$ cat config.mk
export PLATFORM = sky130hd
export DESIGN_NAME = card_select_ctrl
export DESIGN_NICKNAME = d
export VERILOG_FILES = /design/src/rtl/card_select_ctrl.sv
export SDC_FILE = /design/constraint.sdc
export NUM_CORES = 1
export LEC_CHECK = 0
export ABC_AREA = 1
export CAP_MARGIN = 25
export CORE_MARGIN = 1
export CORE_UTILIZATION = 40
export CTS_CLUSTER_SIZE = 12
export DETAILED_ROUTE_END_ITERATION = 7
export PLACE_DENSITY = 0.62
export SYNTH_ARGS = -nofsm -noshare
export SYNTH_HDL_FRONTEND = slang
export SYNTH_SLANG_ARGS = --single-unit
export TNS_END_PERCENT = 10
$ cat constraint.sdc
create_clock -name clock -period 7.75 [get_ports clock]
set_input_delay 0.775 -clock clock [delete_from_list [all_inputs] [get_ports clock]]
set_output_delay 0.775 -clock clock [all_outputs]
set_load 0.1 [all_outputs]
$ cat src/rtl/card_select_ctrl.sv
`timescale 1ns/1ps
// card_select_ctrl
// Cursor, pick, show and resolve control for a 6x6 card-matching game.
// The player moves a cursor, turns up two cards, sees them for SHOW_CYCLES
// cycles, and the pair is then either locked as matched or turned back down.
// Optional build macro: CARD_MISS_COUNT_EN -- when defined, 'misses' counts
// failed pairs (saturating at 255); when undefined, 'misses' is tied to 0.

module card_select_ctrl #(
  parameter int SHOW_CYCLES = 50000000
) (
  input  logic        clock,
  input  logic        reset,
  input  logic        btn_up,
  input  logic        btn_down,
  input  logic        btn_left,
  input  logic        btn_right,
  input  logic        btn_a,
  input  logic [4:0]  card_val,
  output logic [5:0]  rd_addr,
  output logic [5:0]  cursor,
  output logic [35:0] face_up,
  output logic [35:0] matched,
  output logic [4:0]  pairs_found,
  output logic        busy,
  output logic        game_over,
  output logic [7:0]  misses
);

  // The timer only ever holds SHOW_CYCLES-1 down to 0.
  localparam int TIMER_W = (SHOW_CYCLES > 1) ? $clog2(SHOW_CYCLES) : 1;
  localparam logic [TIMER_W-1:0] SHOW_LOAD = TIMER_W'(SHOW_CYCLES - 1);
  localparam logic [4:0] ALL_PAIRS = 5'd18;
  localparam logic [2:0] LAST_IDX  = 3'd5;

  // Button bit positions inside the packed button vector.
  localparam int NUM_BTN   = 5;
  localparam int BTN_UP    = 0;
  localparam int BTN_DOWN  = 1;
  localparam int BTN_LEFT  = 2;
  localparam int BTN_RIGHT = 3;
  localparam int BTN_A     = 4;

  typedef enum logic [2:0] {
    PICK1   = 3'd0,
    FETCH1  = 3'd1,
    PICK2   = 3'd2,
    FETCH2  = 3'd3,
    SHOW    = 3'd4,
    RESOLVE = 3'd5,
    DONE    = 3'd6
  } state_t;

  state_t state_reg;
  state_t state_next;

  // ---------------------------------------------------------------------------
  // Button edge detection
  // ---------------------------------------------------------------------------
  logic [NUM_BTN-1:0] btn_level;
  logic [NUM_BTN-1:0] btn_prev_reg;
  logic [NUM_BTN-1:0] btn_edge;
  logic               armed_reg;

  assign btn_level = {btn_a, btn_right, btn_left, btn_down, btn_up};

  // Previous button levels; armed_reg blanks edges on the first cycle out of
  // reset so a button held across reset release is not seen as a new press.
  always_ff @(posedge clock) begin
    if (reset) begin
      btn_prev_reg <= '0;
      armed_reg    <= 1'b0;
    end else begin
      btn_prev_reg <= btn_level;
      armed_reg    <= 1'b1;
    end
  end

  genvar gi;
  generate
    for (gi = 0; gi < NUM_BTN; gi++) begin : g_edge
      assign btn_edge[gi] = btn_level[gi] & ~btn_prev_reg[gi] & armed_reg;
    end
  endgenerate

  // ---------------------------------------------------------------------------
  // Cursor (kept as row/column so wrapping stays inside a row or column)
  // ---------------------------------------------------------------------------
  logic [2:0] row_reg;
  logic [2:0] row_next;
  logic [2:0] col_reg;
  logic [2:0] col_next;
  logic [5:0] row_ext;
  logic [5:0] cursor_pos;

  assign row_ext    = {3'b000, row_reg};
  assign cursor_pos = (row_ext << 2) + (row_ext << 1) + {3'b000, col_reg};
  assign cursor     = cursor_pos;

  // One step per edge, highest-priority direction only; frozen once the game is over.
  always_comb begin
    row_next = row_reg;
    col_next = col_reg;
    if (state_reg != DONE) begin
      if (btn_edge[BTN_UP]) begin
        row_next = (row_reg == 3'd0) ? LAST_IDX : row_reg - 3'd1;
      end else if (btn_edge[BTN_DOWN]) begin
        row_next = (row_reg == LAST_IDX) ? 3'd0 : row_reg + 3'd1;
      end else if (btn_edge[BTN_LEFT]) begin
        col_next = (col_reg == 3'd0) ? LAST_IDX : col_reg - 3'd1;
      end else if (btn_edge[BTN_RIGHT]) begin
        col_next = (col_reg == LAST_IDX) ? 3'd0 : col_reg + 3'd1;
      end
    end
  end

  // Cursor position register.
  always_ff @(posedge clock) begin
    if (reset) begin
      row_reg <= 3'd0;
      col_reg <= 3'd0;
    end else begin
      row_reg <= row_next;
      col_reg <= col_next;
    end
  end

  // ---------------------------------------------------------------------------
  // Pick bookkeeping
  // ---------------------------------------------------------------------------
  logic [5:0]         addr1_reg;
  logic [5:0]         addr2_reg;
  logic [4:0]         val1_reg;
  logic [4:0]         val2_reg;
  logic [TIMER_W-1:0] timer_reg;
  logic [35:0]        face_up_reg;
  logic [35:0]        matched_reg;
  logic [4:0]         pairs_reg;
  logic [4:0]         pairs_inc;
  logic               sel_ok;
  logic               is_match;

  // A press only counts on a card that is neither already up nor already paired.
  assign sel_ok    = btn_edge[BTN_A] & ~matched_reg[cursor_pos] & ~face_up_reg[cursor_pos];
  assign is_match  = (val1_reg == val2_reg);
  assign pairs_inc = pairs_reg + 5'd1;

  // Capture both picked addresses and the values read back for them.
  always_ff @(posedge clock) begin
    if (reset) begin
      addr1_reg <= 6'd0;
      addr2_reg <= 6'd0;
      val1_reg  <= 5'd0;
      val2_reg  <= 5'd0;
    end else begin
      if (state_reg == PICK1 && sel_ok) addr1_reg <= cursor_pos;
      if (state_reg == PICK2 && sel_ok) addr2_reg <= cursor_pos;
      if (state_reg == FETCH1)          val1_reg  <= card_val;
      if (state_reg == FETCH2)          val2_reg  <= card_val;
    end
  end

  // Show timer: loaded on the way into SHOW, counts down to zero while there.
  always_ff @(posedge clock) begin
    if (reset) begin
      timer_reg <= '0;
    end else if (state_reg == FETCH2) begin
      timer_reg <= SHOW_LOAD;
    end else if (state_reg == SHOW && timer_reg != '0) begin
      timer_reg <= timer_reg - TIMER_W'(1);
    end
  end

  // Face-up flags: set by an accepted pick, both cleared when the pair resolves.
  always_ff @(posedge clock) begin
    if (reset) begin
      face_up_reg <= '0;
    end else begin
      case (state_reg)
        PICK1, PICK2: begin
          if (sel_ok) face_up_reg[cursor_pos] <= 1'b1;
        end
        RESOLVE: begin
          face_up_reg[addr1_reg] <= 1'b0;
          face_up_reg[addr2_reg] <= 1'b0;
        end
        default: ;
      endcase
    end
  end

  // Matched flags and pair count only change on a successful resolution.
  always_ff @(posedge clock) begin
    if (reset) begin
      matched_reg <= '0;
      pairs_reg   <= 5'd0;
    end else if (state_reg == RESOLVE && is_match) begin
      matched_reg[addr1_reg] <= 1'b1;
      matched_reg[addr2_reg] <= 1'b1;
      pairs_reg              <= pairs_inc;
    end
  end

`ifdef CARD_MISS_COUNT_EN
  logic [7:0] misses_reg;

  // Failed-pair counter, saturating so it never wraps back to a small number.
  always_ff @(posedge clock) begin
    if (reset) begin
      misses_reg <= 8'd0;
    end else if (state_reg == RESOLVE && !is_match && misses_reg != 8'hFF) begin
      misses_reg <= misses_reg + 8'd1;
    end
  end

  assign misses = misses_reg;
`else
  assign misses = 8'd0;
`endif

  // ---------------------------------------------------------------------------
  // Control FSM
  // ---------------------------------------------------------------------------

  // State register.
  always_ff @(posedge clock) begin
    if (reset) begin
      state_reg <= PICK1;
    end else begin
      state_reg <= state_next;
    end
  end

  // Next state plus state-decoded outputs (busy, game_over, read address).
  always_comb begin
    state_next = state_reg;
    busy       = 1'b0;
    game_over  = 1'b0;
    rd_addr    = addr2_reg;
    case (state_reg)
      PICK1: begin
        rd_addr = cursor_pos;
        if (sel_ok) state_next = FETCH1;
      end
      FETCH1: begin
        busy       = 1'b1;
        rd_addr    = addr1_reg;
        state_next = PICK2;
      end
      PICK2: begin
        rd_addr = cursor_pos;
        if (sel_ok) state_next = FETCH2;
      end
      FETCH2: begin
        busy       = 1'b1;
        state_next = SHOW;
      end
      SHOW: begin
        busy = 1'b1;
        if (timer_reg == '0) state_next = RESOLVE;
      end
      RESOLVE: begin
        busy = 1'b1;
        if (is_match && pairs_inc == ALL_PAIRS) state_next = DONE;
        else                                    state_next = PICK1;
      end
      DONE: begin
        game_over = 1'b1;
      end
      default: begin
        state_next = PICK1;
      end
    endcase
  end

  assign face_up     = face_up_reg;
  assign matched     = matched_reg;
  assign pairs_found = pairs_reg;

endmodule

==> impl_metrics.ini <==
[power]
p_int_mw = 1.44
p_leak_nw = 4.11
p_comb_share_pct = 21.9
powerDensity_mw_per_mm2 = 222
clkPwrFrac_pct = 42.9
p_sw_share_pct = 33.4
peakVddDrop_uv = 166
seq_power_share_pct = 35.3
power_switching_mw = 0.720

[floorplanning]
core_area_mm2 = 0.0195
dieArea_mm2 = 0.0205
io_pins = 111
start_util_pct = 40.9
die_w_um = 143
rows = 51
die_h_um = 143

[clocking]
cts.clk_slew.worst_paths_ps = 60
cts_root_buf = clkbuf_16
insertion_delay_ps = 440
htree_levels = 4
clockBufferDepth = 2
cts_setup_buffers = 0
cts_made_buffers = 17
cts_sinks = 140
cts_tree = built
post_cts_resized = 0
hold_buffers = 0

[placed_design]
port_buffers = 102
place.gp.congestion = 0.916
place_area_mm2 = 0.00907
hpwl_um = 17400
place.detailed.instances = 1509

[global_routing]
grt_pass1_wl_um = 39200
grt_antenna_before_repair = 0
grt_pass1_vias = 7372
grt_max_degree = 76
globalRouteTotalUtil_pct = 25.1
grt_overflow = 0

[timing]
fin_crit_sh_pct = 61.7
fin_crit_ps = 4780
finalHoldViolations = 0
slew_viol_final = 0
slew_headroom_pct = 30.5
fmax_ghz = 0.209
tightest_slew_ps = 1040
tns_ps = 0
finalSetupViolations = 0
rsz0062_at_grt = false
finClkSkew_ps = 8.91

[finish]
diodes = 0
final_cells = 1541
stdcell_area_mm2 = 0.00973
n_fill_cell = 2028
nets = 1291
area_growth_pct = 21.8
final_util_pct = 49.8
drive_gt1_share_pct = 7.05

[logic_synthesis]
synthCells = 1182
ys_warn_count = 0
synth_area_mm2 = 0.00799
synth-edff-count = 0
synth_area_per_cell_um2 = 6.76
ys.flop_type = dfxtp_1
synthArstFlopShare_pct = 0
synth_seq_cells = 140
ys_types = 45
seq_area_frac_synth_pct = 35.1

[route]
drt_wl_total_um = 25000
post_drt_via_cell_ratio = 5.23
routedWlPerCell_um = 16.2
drt_iter0_drc = 608
drt_pre_antenna_iters = 5
vias = 8062
ant_nets = 0
post-route-drc-count = 0

[setup_path]
crit_path_end_kind = output port
worstPathArrival_ps = 4010
path_max_fanout = 17
startpoint_type = flip-flop
crit_type = reg -> out
required_ps = 6970

[outcome]
status = finished, final reports clean

[worst_hold_path]
min_path_type = reg -> reg

[run]
max_cap_viol_count = 0
==> power by group through the flow <==
stage | Combinational (mW) | Clock (mW) | Sequential [mW]
floorplan | 0.354 | 0 | 0.782
global placement | 0.462 | 0 | 0.775
detailed placement | 0.464 | 0 | 0.776
CTS | 0.468 | 0.933 | 0.760
global route | 0.509 | 0.961 | 0.763
finish | 0.471 | 0.924 | 0.760
==> metrics by stage <==
stage / power (mW) / worst slack [ps] / hold WS [ps]
after global placement: 1.24 / 3520 / 455
after detailed placement: 1.24 / 3460 / 452
after floorplan: 1.14 / 3260 / 436
after CTS: 2.16 / 2980 / 461
after global routing: 2.23 / 2810 / 471
final: 2.16 / 2970 / 461
==> area by class of cell <==
type                    count  area [um^2]  area share [%]
inverters                 144          543            5.58
well taps                 265          332            3.41
repair buffers            107         1050            10.8
flip-flops and latches    140         2800            28.8
clock buffers              19          443            4.55
clock inverters            13          214            2.20
multi-input cells         853         4340            44.6
==> worst paths after layout <==
kind / cells after the start / from / slack, ps / end
worst max-delay path: 7 / row_reg[0] / 2970 / rd_addr[2]
worst min-delay path: 2 / val2_reg[0] / 460 / val2_reg[0]
worst max register to register: 15 / row_reg[0] / 3770 / face_up[15]
worst min register to register: 2 / val2_reg[0] / 460 / val2_reg[0]
==> cells by family after synthesis <==
group           count (synthesis)  share of synthesized area (%)
flops                         140                           35.1
buf+inv                       196                           10.9
other cells                     1                         0.0469
xor+xnor                       23                           2.52
simple gates                  555                           29.1
compound gates                250                           19.6
fa+ha+maj                      16                           2.69
mux                             1                          0.125
==> Yosys cell counts, drive strengths merged (14+ instances only) <==
cell | n | area share (%)
a21oi | 106 | 8.1
a22o | 36 | 3.9
buf | 34 | 3.2
clkbuf | 18 | 0.85
dfxtp | 140 | 35
ha | 14 | 2.2
inv | 143 | 6.8
nand2 | 198 | 9.5
nand3 | 48 | 3.3
nand4 | 17 | 1.4
nor2 | 246 | 12
nor3 | 40 | 2.6
o21ai | 85 | 5.4
xor2 | 20 | 2.2
==> cells in the final DEF, fill, tap and decap left out, drive strengths merged <==
master	n
xnor2	3
a311oi	1
o21ai	85
nor4	3
fa	2
nor3	40
a31oi	6
bufinv	5
o22ai	2
a21oi	106
o31ai	2
clkinv	5
mux2i	1
nand4	17
nor2	246
o211ai	4
nand3b	1
o221ai	6
clkinvlp	2
ha	14
xor2	20
nand2	198
dfxtp	140
inv	145
o21a	1
clkdlybuf4s50	101
clkbuf	19
conb	8
nor3b	2
a221oi	1
buf	6
nand3	48
a22o	36
==> critical path, cell delays in order (launching register included) <==
cell	delay, ps
dfxtp_1	410
inv_1	130
fa_1	550
inv_1	40
ha_1	740
inv_1	220
o221ai_1	290
clkdlybuf4s50_1	1180
==> metal layers <==
layer	GRT usage [%]	vias to the layer above	part of all wire (%)
met3	4.53	35	7.6
met4	9.07	0	2.2
met2	41.2	296	47
li1	-	4015	-
met5	0	-	0
met1	32.9	3716	44
Note: power is estimated with default switching activity, not from simulation.
